<file path="config.mk">
export PLATFORM = sky130hd
export DESIGN_NAME = fb_frame_sequencer_flat
export DESIGN_NICKNAME = d
export VERILOG_FILES = /design/src/rtl/fb_frame_sequencer_if.sv /design/src/rtl/fb_frame_sequencer.sv /design/src/flat_wrapper.sv
export SDC_FILE = /design/constraint.sdc
export NUM_CORES = 1
export LEC_CHECK = 0
export ABC_AREA = 1
export CAP_MARGIN = 20
export CORE_UTILIZATION = 54
export CTS_CLUSTER_SIZE = 12
export DETAILED_ROUTE_END_ITERATION = 7
export GPL_ROUTABILITY_DRIVEN = 1
export PLACE_DENSITY_LB_ADDON = 0.12
export SLEW_MARGIN = 20
export SYNTH_ARGS = -nofsm -noshare
export SYNTH_HDL_FRONTEND = slang
export SYNTH_SLANG_ARGS = --single-unit
</file>
<file path="constraint.sdc">
create_clock -name clock -period 3.1 [get_ports clock]
set_input_delay 0.465 -clock clock [delete_from_list [all_inputs] [get_ports clock]]
set_output_delay 0.465 -clock clock [all_outputs]
set_load 0.01 [all_outputs]
</file>
<file path="src/rtl/fb_frame_sequencer_if.sv">
// -----------------------------------------------------------------------------
// fb_frame_sequencer_if
// Bundles the sequencer's non-clock signals:
//   - vsync from the display timing,
//   - two pixel-writer request channels (valid/addr/data/ready/done),
//   - the two framebuffer write ports,
//   - the front-buffer select, frame/swap pulses and the dropped-frame count.
// Modports:
//   master : the sequencer (drives write ports, ready, read_pick, status)
//   slave  : the environment (writers, display timing, framebuffer pair)
// -----------------------------------------------------------------------------
interface fb_frame_sequencer_if #(
    parameter int ADDR_W = 19
);
    logic              vsync;

    logic              req0_valid;
    logic [ADDR_W-1:0] req0_addr;
    logic [3:0]        req0_data;
    logic              req0_ready;
    logic              req0_done;

    logic              req1_valid;
    logic [ADDR_W-1:0] req1_addr;
    logic [3:0]        req1_data;
    logic              req1_ready;
    logic              req1_done;

    logic [ADDR_W-1:0] addr_wr1;
    logic [ADDR_W-1:0] addr_wr2;
    logic [3:0]        data_wr1;
    logic [3:0]        data_wr2;
    logic              wr1_en;
    logic              wr2_en;

    logic              read_pick;
    logic              frame_start;
    logic              swap;
    logic [7:0]        drop_count;

    modport master (
        input  vsync,
        input  req0_valid, req0_addr, req0_data, req0_done,
        input  req1_valid, req1_addr, req1_data, req1_done,
        output req0_ready, req1_ready,
        output addr_wr1, addr_wr2, data_wr1, data_wr2, wr1_en, wr2_en,
        output read_pick, frame_start, swap, drop_count
    );

    modport slave (
        output vsync,
        output req0_valid, req0_addr, req0_data, req0_done,
        output req1_valid, req1_addr, req1_data, req1_done,
        input  req0_ready, req1_ready,
        input  addr_wr1, addr_wr2, data_wr1, data_wr2, wr1_en, wr2_en,
        input  read_pick, frame_start, swap, drop_count
    );
endinterface

</file>
<file path="src/rtl/fb_frame_sequencer.sv">
// -----------------------------------------------------------------------------
// fb_frame_sequencer
// Per-frame control of a double-buffered framebuffer pair:
//   CLEAR : fills the back buffer with CLEAR_COLOR, two pixels per cycle
//   DRAW  : arbitrates two pixel writers onto the two write ports
//   DONE  : waits for the vsync falling edge, then swaps buffers
// A vsync falling edge outside DONE leaves the front buffer alone and bumps a
// saturating dropped-frame counter.
// Ports:
//   clock  : system clock (write-side clock of the framebuffer pair)
//   reset  : synchronous, active-low
//   bus    : fb_frame_sequencer_if.master (vsync, writer channels, write
//            ports, read_pick, frame_start, swap, drop_count)
// -----------------------------------------------------------------------------
module fb_frame_sequencer #(
    parameter int unsigned FB_SIZE     = 307200,
    parameter int          ADDR_W      = 19,
    parameter logic [3:0]  CLEAR_COLOR = 4'h0
) (
    input  logic                clock,
    input  logic                reset,
    fb_frame_sequencer_if.master bus
);

    typedef enum logic [1:0] {
        CLEAR = 2'd0,
        DRAW  = 2'd1,
        DONE  = 2'd2
    } state_t;

    // The clear pointer is one bit wider than an address so it can reach
    // FB_SIZE itself, which marks "every pair has been issued".
    localparam logic [ADDR_W:0] FB_END   = (ADDR_W + 1)'(FB_SIZE);
    localparam logic [ADDR_W:0] PTR_STEP = (ADDR_W + 1)'(2);

    state_t          state;
    logic [ADDR_W:0] ptr;
    logic            done0;
    logic            done1;
    logic            rr_ptr;
    logic            vsync_q;

    logic            fall;
    logic            conflict;
    logic            grant0;
    logic            grant1;
    logic            write0;
    logic            write1;
    logic            both_done;

    always_comb begin
        fall      = vsync_q & ~bus.vsync;
        conflict  = bus.req0_valid & bus.req1_valid & (bus.req0_addr == bus.req1_addr);
        grant0    = 1'b0;
        grant1    = 1'b0;
        if (state == DRAW) begin
            // On an address collision only the round-robin winner is taken.
            grant0 = bus.req0_valid & (~conflict | ~rr_ptr);
            grant1 = bus.req1_valid & (~conflict |  rr_ptr);
        end
        // Out-of-range pixels are acknowledged but never reach a port.
        write0    = grant0 & ({1'b0, bus.req0_addr} < FB_END);
        write1    = grant1 & ({1'b0, bus.req1_addr} < FB_END);
        both_done = (done0 | bus.req0_done) & (done1 | bus.req1_done);
    end

    assign bus.req0_ready = grant0;
    assign bus.req1_ready = grant1;

    always_ff @(posedge clock) begin
        if (!reset) begin
            state           <= CLEAR;
            ptr             <= '0;
            done0           <= 1'b0;
            done1           <= 1'b0;
            rr_ptr          <= 1'b0;
            vsync_q         <= 1'b0;
            bus.addr_wr1    <= '0;
            bus.addr_wr2    <= '0;
            bus.data_wr1    <= 4'h0;
            bus.data_wr2    <= 4'h0;
            bus.wr1_en      <= 1'b0;
            bus.wr2_en      <= 1'b0;
            bus.read_pick   <= 1'b0;
            bus.frame_start <= 1'b0;
            bus.swap        <= 1'b0;
            bus.drop_count  <= 8'd0;
        end else begin
            vsync_q         <= bus.vsync;
            bus.frame_start <= 1'b0;
            bus.swap        <= 1'b0;

            // Any fall that cannot swap is a dropped frame, including one
            // that lands on the DRAW->DONE transition cycle.
            if (fall && (state != DONE) && (bus.drop_count != 8'hFF)) begin
                bus.drop_count <= bus.drop_count + 8'd1;
            end

            case (state)
                CLEAR: begin
                    if (ptr == FB_END) begin
                        // Last pair is on the ports this cycle; drawing starts next.
                        bus.wr1_en      <= 1'b0;
                        bus.wr2_en      <= 1'b0;
                        bus.frame_start <= 1'b1;
                        state           <= DRAW;
                    end else begin
                        bus.wr1_en   <= 1'b1;
                        bus.addr_wr1 <= ptr[ADDR_W-1:0];
                        bus.data_wr1 <= CLEAR_COLOR;
                        bus.wr2_en   <= 1'b1;
                        // ptr is always even, so ptr+1 is just the LSB set.
                        bus.addr_wr2 <= {ptr[ADDR_W-1:1], 1'b1};
                        bus.data_wr2 <= CLEAR_COLOR;
                        ptr          <= ptr + PTR_STEP;
                    end
                end

                DRAW: begin
                    bus.wr1_en <= write0;
                    bus.wr2_en <= write1;
                    if (write0) begin
                        bus.addr_wr1 <= bus.req0_addr;
                        bus.data_wr1 <= bus.req0_data;
                    end
                    if (write1) begin
                        bus.addr_wr2 <= bus.req1_addr;
                        bus.data_wr2 <= bus.req1_data;
                    end
                    if (conflict) begin
                        rr_ptr <= ~rr_ptr;
                    end
                    done0 <= done0 | bus.req0_done;
                    done1 <= done1 | bus.req1_done;
                    if (both_done) begin
                        state <= DONE;
                    end
                end

                DONE: begin
                    bus.wr1_en <= 1'b0;
                    bus.wr2_en <= 1'b0;
                    if (fall) begin
                        bus.read_pick <= ~bus.read_pick;
                        bus.swap      <= 1'b1;
                        done0         <= 1'b0;
                        done1         <= 1'b0;
                        ptr           <= '0;
                        state         <= CLEAR;
                    end
                end

                default: begin
                    state <= CLEAR;
                end
            endcase
        end
    end

endmodule
</file>
<file path="src/flat_wrapper.sv">
// flat-port wrapper written by rule: the top's interface ports become plain ports
module fb_frame_sequencer_flat 
#(
    parameter int unsigned FB_SIZE     = 307200,
    parameter int          ADDR_W      = 19,
    parameter logic [3:0]  CLEAR_COLOR = 4'h0
)
  (clock, reset, bus_vsync, bus_req0_valid, bus_req0_addr, bus_req0_data, bus_req0_done, bus_req1_valid, bus_req1_addr, bus_req1_data, bus_req1_done, bus_req0_ready, bus_req1_ready, bus_addr_wr1, bus_addr_wr2, bus_data_wr1, bus_data_wr2, bus_wr1_en, bus_wr2_en, bus_read_pick, bus_frame_start, bus_swap, bus_drop_count);
  fb_frame_sequencer_if #(.ADDR_W(ADDR_W)) bus_i ();
  input  logic clock;
  input  logic reset;
  input wire logic [$bits(bus_i.vsync)-1:0] bus_vsync;
  input wire logic [$bits(bus_i.req0_valid)-1:0] bus_req0_valid;
  input wire logic [$bits(bus_i.req0_addr)-1:0] bus_req0_addr;
  input wire logic [$bits(bus_i.req0_data)-1:0] bus_req0_data;
  input wire logic [$bits(bus_i.req0_done)-1:0] bus_req0_done;
  input wire logic [$bits(bus_i.req1_valid)-1:0] bus_req1_valid;
  input wire logic [$bits(bus_i.req1_addr)-1:0] bus_req1_addr;
  input wire logic [$bits(bus_i.req1_data)-1:0] bus_req1_data;
  input wire logic [$bits(bus_i.req1_done)-1:0] bus_req1_done;
  output wire logic [$bits(bus_i.req0_ready)-1:0] bus_req0_ready;
  output wire logic [$bits(bus_i.req1_ready)-1:0] bus_req1_ready;
  output wire logic [$bits(bus_i.addr_wr1)-1:0] bus_addr_wr1;
  output wire logic [$bits(bus_i.addr_wr2)-1:0] bus_addr_wr2;
  output wire logic [$bits(bus_i.data_wr1)-1:0] bus_data_wr1;
  output wire logic [$bits(bus_i.data_wr2)-1:0] bus_data_wr2;
  output wire logic [$bits(bus_i.wr1_en)-1:0] bus_wr1_en;
  output wire logic [$bits(bus_i.wr2_en)-1:0] bus_wr2_en;
  output wire logic [$bits(bus_i.read_pick)-1:0] bus_read_pick;
  output wire logic [$bits(bus_i.frame_start)-1:0] bus_frame_start;
  output wire logic [$bits(bus_i.swap)-1:0] bus_swap;
  output wire logic [$bits(bus_i.drop_count)-1:0] bus_drop_count;
  assign bus_i.vsync = bus_vsync;
  assign bus_i.req0_valid = bus_req0_valid;
  assign bus_i.req0_addr = bus_req0_addr;
  assign bus_i.req0_data = bus_req0_data;
  assign bus_i.req0_done = bus_req0_done;
  assign bus_i.req1_valid = bus_req1_valid;
  assign bus_i.req1_addr = bus_req1_addr;
  assign bus_i.req1_data = bus_req1_data;
  assign bus_i.req1_done = bus_req1_done;
  assign bus_req0_ready = bus_i.req0_ready;
  assign bus_req1_ready = bus_i.req1_ready;
  assign bus_addr_wr1 = bus_i.addr_wr1;
  assign bus_addr_wr2 = bus_i.addr_wr2;
  assign bus_data_wr1 = bus_i.data_wr1;
  assign bus_data_wr2 = bus_i.data_wr2;
  assign bus_wr1_en = bus_i.wr1_en;
  assign bus_wr2_en = bus_i.wr2_en;
  assign bus_read_pick = bus_i.read_pick;
  assign bus_frame_start = bus_i.frame_start;
  assign bus_swap = bus_i.swap;
  assign bus_drop_count = bus_i.drop_count;
  fb_frame_sequencer #(.FB_SIZE(FB_SIZE), .ADDR_W(ADDR_W), .CLEAR_COLOR(CLEAR_COLOR)) u_core (.clock(clock), .reset(reset), .bus(bus_i));
endmodule
</file>
==> flow_metrics.env <==
export IMPL_outcome="finished clean"
export IMPL_max_stage_delay_ns=0.53
export IMPL_rsz0062_at_grt="false"
export IMPL_hold_worst_slack_ns=0.455
export IMPL_tightest_slew_ns=0.630
export IMPL_path_class="input port to primary output"
export IMPL_clock_fmax_mhz=364
export IMPL_fp_dieH_um=94.9
export IMPL_synth_warnings=0
export IMPL_drive_above_1_share_pct=4.89
export IMPL_cap_violations=0
export IMPL_antenna_cells=0
export IMPL_drt_vias_per_instance=5.45
export IMPL_syn_nets=795
export IMPL_crit_fanout=3
export IMPL_clock_root_buffer="clkbuf_8"
export IMPL_clock_sinks=84
export IMPL_fp_row_count=33
export IMPL_drt_iter0_markers=347
export IMPL_critPathArrivalTime_ns=2.28
export IMPL_drc=0
export IMPL_die_area_sq_um=9000
export IMPL_ys_types=33
export IMPL_r2r_start="u_core.state[1]"
export IMPL_worst_setup_path_start_kind="input port"
export IMPL_crit_chain="clkdlybuf4s50_1 > inv_1 > nand2_1 > nand2_1 > nor2_1 > nand2_1 > nor2_1 > nand4_1 > inv_1 > nor2_1 > clkdlybuf4s50_1"
export IMPL_synth_compound_area_share_pct=15.3
export IMPL_clk_latency_ns=0.36
export IMPL_fillCellCount=718
export IMPL_final_util_pct=72.6
export IMPL_hp_start="u_core.done1"
export IMPL_hold_viol=0
export IMPL_power_static_leakage_uw=0.00266
export IMPL_drv_slew=0
export IMPL_grt_usage_pct=31.4
export IMPL_hold_end="u_core.done1"
export IMPL_grt_max_degree=59
export IMPL_crit_path_end_kind="primary output"
export IMPL_hold_depth=2
export IMPL_grt_pass1_vias=4708
export IMPL_fin_nets=894
export IMPL_finalSetupViolCount=0
export IMPL_hold_path_class="flip-flop to flip-flop"
export IMPL_r2r_slack_ns=0.54
export IMPL_clk_pin_slew_ns=0.09
export IMPL_min_period_ns=2.75
export IMPL_powerDensity_nw_per_um2=927
export IMPL_cp_required_ns=2.63
export IMPL_synth_xor_area_share_pct=1.50
export IMPL_synth_top_family_by_area="simple AND/OR/NAND/NOR gates"
export IMPL_grt_overflow=0
export IMPL_timing_setup_tns_ns=0
export IMPL_detail_route_antenna_nets=0
export IMPL_wl_per_cell_um=14.6
export IMPL_max_vdd_ir_drop_mv=0.531
export IMPL_start_util_pct=56.1
export IMPL_seq_area_sq_um=1680
export IMPL_slew_headroom_pct=57.8
export IMPL_die_w_um=94.9
export IMPL_coreArea_sq_um=8300
export IMPL_place_hpwl_um=10300
export IMPL_cts_setup_buffers=0
export IMPL_drtPass1Iterations=7
export IMPL_ioPinCount=114
export IMPL_numCtsBuffers=9
export IMPL_r2r_end="u_core.bus.addr_wr2[1]"
export IMPL_routed_wl_um=13800
export IMPL_syn_area_per_cell_sq_um=6.34
export IMPL_antenna_found_initial=0
export IMPL_r2r_cells=8
export IMPL_finalCritPeriodShare_pct=88.6
export IMPL_grt_pass1_wl_um=21800
export IMPL_cts_resized=0
export IMPL_syn_to_final_growth_pct=29.4
export IMPL_cts_path_max_buffers=2
export IMPL_port_buffers=113
export IMPL_gp_congestion=0.976
export IMPL_num_vias=5147
export IMPL_cts_max_level=3
export IMPL_synth_area_mux_share_pct=0
export IMPL_synthSimpleGateAreaFrac_pct=35.0
export IMPL_synthAdderAreaFrac_pct=1.88
export IMPL_cts_hold_buf=0
export IMPL_multiInputGateArea_sq_um=2510
export IMPL_synth_cells=735
export IMPL_syn_area_sq_um=4660
export IMPL_cpLargestDelayFamily="buffers and inverters"
export IMPL_slowest_stage="clkdlybuf4s50_1"
export IMPL_clock_skew_ns=0.00938
export IMPL_tritoncts="built"
export IMPL_ys_seq_area_share_pct=36.1
export IMPL_critPathBufInv=4
export IMPL_yosys_register_bits=84
==> synthesized netlist by cell type (all sizes together) <==
library cell	instances	area, sq um
o21ai	21	120
and3	1	6.26
ha	7	87.6
clkinv	1	3.75
o211ai	2	15.0
nand4	15	93.8
xnor2	3	26.3
nor2	126	478
inv	84	315
nor3	16	85.1
nand2	154	586
a211oi	3	22.5
a21boi	1	7.51
clkbuf	12	45.0
a31oi	1	6.26
dfxtp	84	1680
nor4	5	43.8
nand3	65	335
buf	22	114
a21oi	105	526
o21a	2	15.0
xor2	5	43.8
==> worst max path at each step <==
stage | start | slack, ns | cells after the start | to
floorplan | u_core.state[1] | 1.50 | 9 | u_core.bus.addr_wr2[13]
global placement | bus_req0_addr[10] | 0.40 | 11 | bus_req0_ready
detailed placement | bus_req1_addr[6] | 0.31 | 13 | u_core.bus.data_wr2[2]
CTS | bus_req1_addr[6] | 0.36 | 11 | bus_req1_ready
global route | bus_req0_addr[1] | 0.11 | 11 | bus_req1_ready
finish | bus_req0_addr[16] | 0.35 | 11 | bus_req1_ready
==> worst reg2reg max path, stage by stage, from the launching register on <==
cell and delay, ns:
dfxtp_1 0.34, inv_1 0.13, ha_2 0.38, buf_4 0.51, nand2_1 0.49, buf_4 0.38
nand3_1 0.10, nand2_1 0.05, nor2_1 0.11
==> sequential cells by signal (all words and copies together) (netlist names) <==
name                    count
u_core.bus.addr_wr1        19
u_core.bus.addr_wr2        19
u_core.bus.data_wr1         4
u_core.bus.data_wr2         4
u_core.bus.drop_count       8
u_core.bus.frame_start      1
u_core.bus.read_pick        1
u_core.bus.swap             1
u_core.bus.wr1_en           1
u_core.bus.wr2_en           1
u_core.done0                1
u_core.done1                1
u_core.ptr                 19
u_core.rr_ptr               1
u_core.state                2
u_core.vsync_q              1
==> layer usage <==
metal	routed length (um)	GRT usage, %	part of all wire, %	vias up
met2	6620	54.1	48	175
met5	0	0	0	-
met1	5850	39.0	42	2355
met4	466	13.4	3.4	0
met3	849	4.03	6.2	39
li1	-	-	-	2578
==> final cells by class <==
| cell class | count | area share [%] |
|---|---|---|
| Tap cell | 105 | 2.18 |
| Clock inverter | 7 | 0.976 |
| Multi-Input combinational cell | 532 | 41.6 |
| Inverter | 85 | 5.29 |
| Timing Repair Buffer | 122 | 20.0 |
| Clock buffer | 9 | 2.05 |
| Sequential cell | 84 | 27.9 |
==> power by group <==
| group | switching [uW] | internal [uW] | leakage (uW) |
|---|---|---|---|
| clock | 444 | 304 | 0.0000921 |
| combinational | 1830 | 1380 | 0.00189 |
| sequential | 201 | 1430 | 0.000686 |
| total | 2470 | 3120 | 0.00266 |
==> cell usage in the layout (no fill, tap or decap), types with 2 or more instances in the layout <==
master             n
dfxtp_1           84
nand4_1           15
nor2_2             2
xor2_1             5
nor2_1           124
nand3_1           63
o21ai_4            2
o21ai_1            4
clkbuf_8           9
clkdlybuf4s50_1  112
o211ai_1           2
nor3_1            15
inv_6              2
xnor2_1            3
a211oi_1           3
o21ai_0           15
o21a_1             2
nor4_1             3
nand3_2            2
inv_2              4
a21oi_1          105
clkinv_4           2
inv_1             80
nand2_1          153
ha_1               6
nor4_2             2
buf_4              8
==> cells by family after synthesis <==
kind of cell	after synthesis
and+or+nand+nor	382
AOI/OAI and AO/OA	135
buffers and inverters	119
DFF	84
xor gates and xnor gates	8
adders and majority gates	7
==> stage by stage <==
stage	cell area, sq um	worst slack [ns]	cells	power, uW
global route	6030	0.106	944	6040
detailed placement	5850	0.313	928	4840
global placement	5850	0.401	928	4730
finish	6030	0.352	944	5590
CTS	6030	0.359	944	5590
floorplan	4660	1.50	735	3690
No activity file was read; power rests on OpenSTA's default activity.
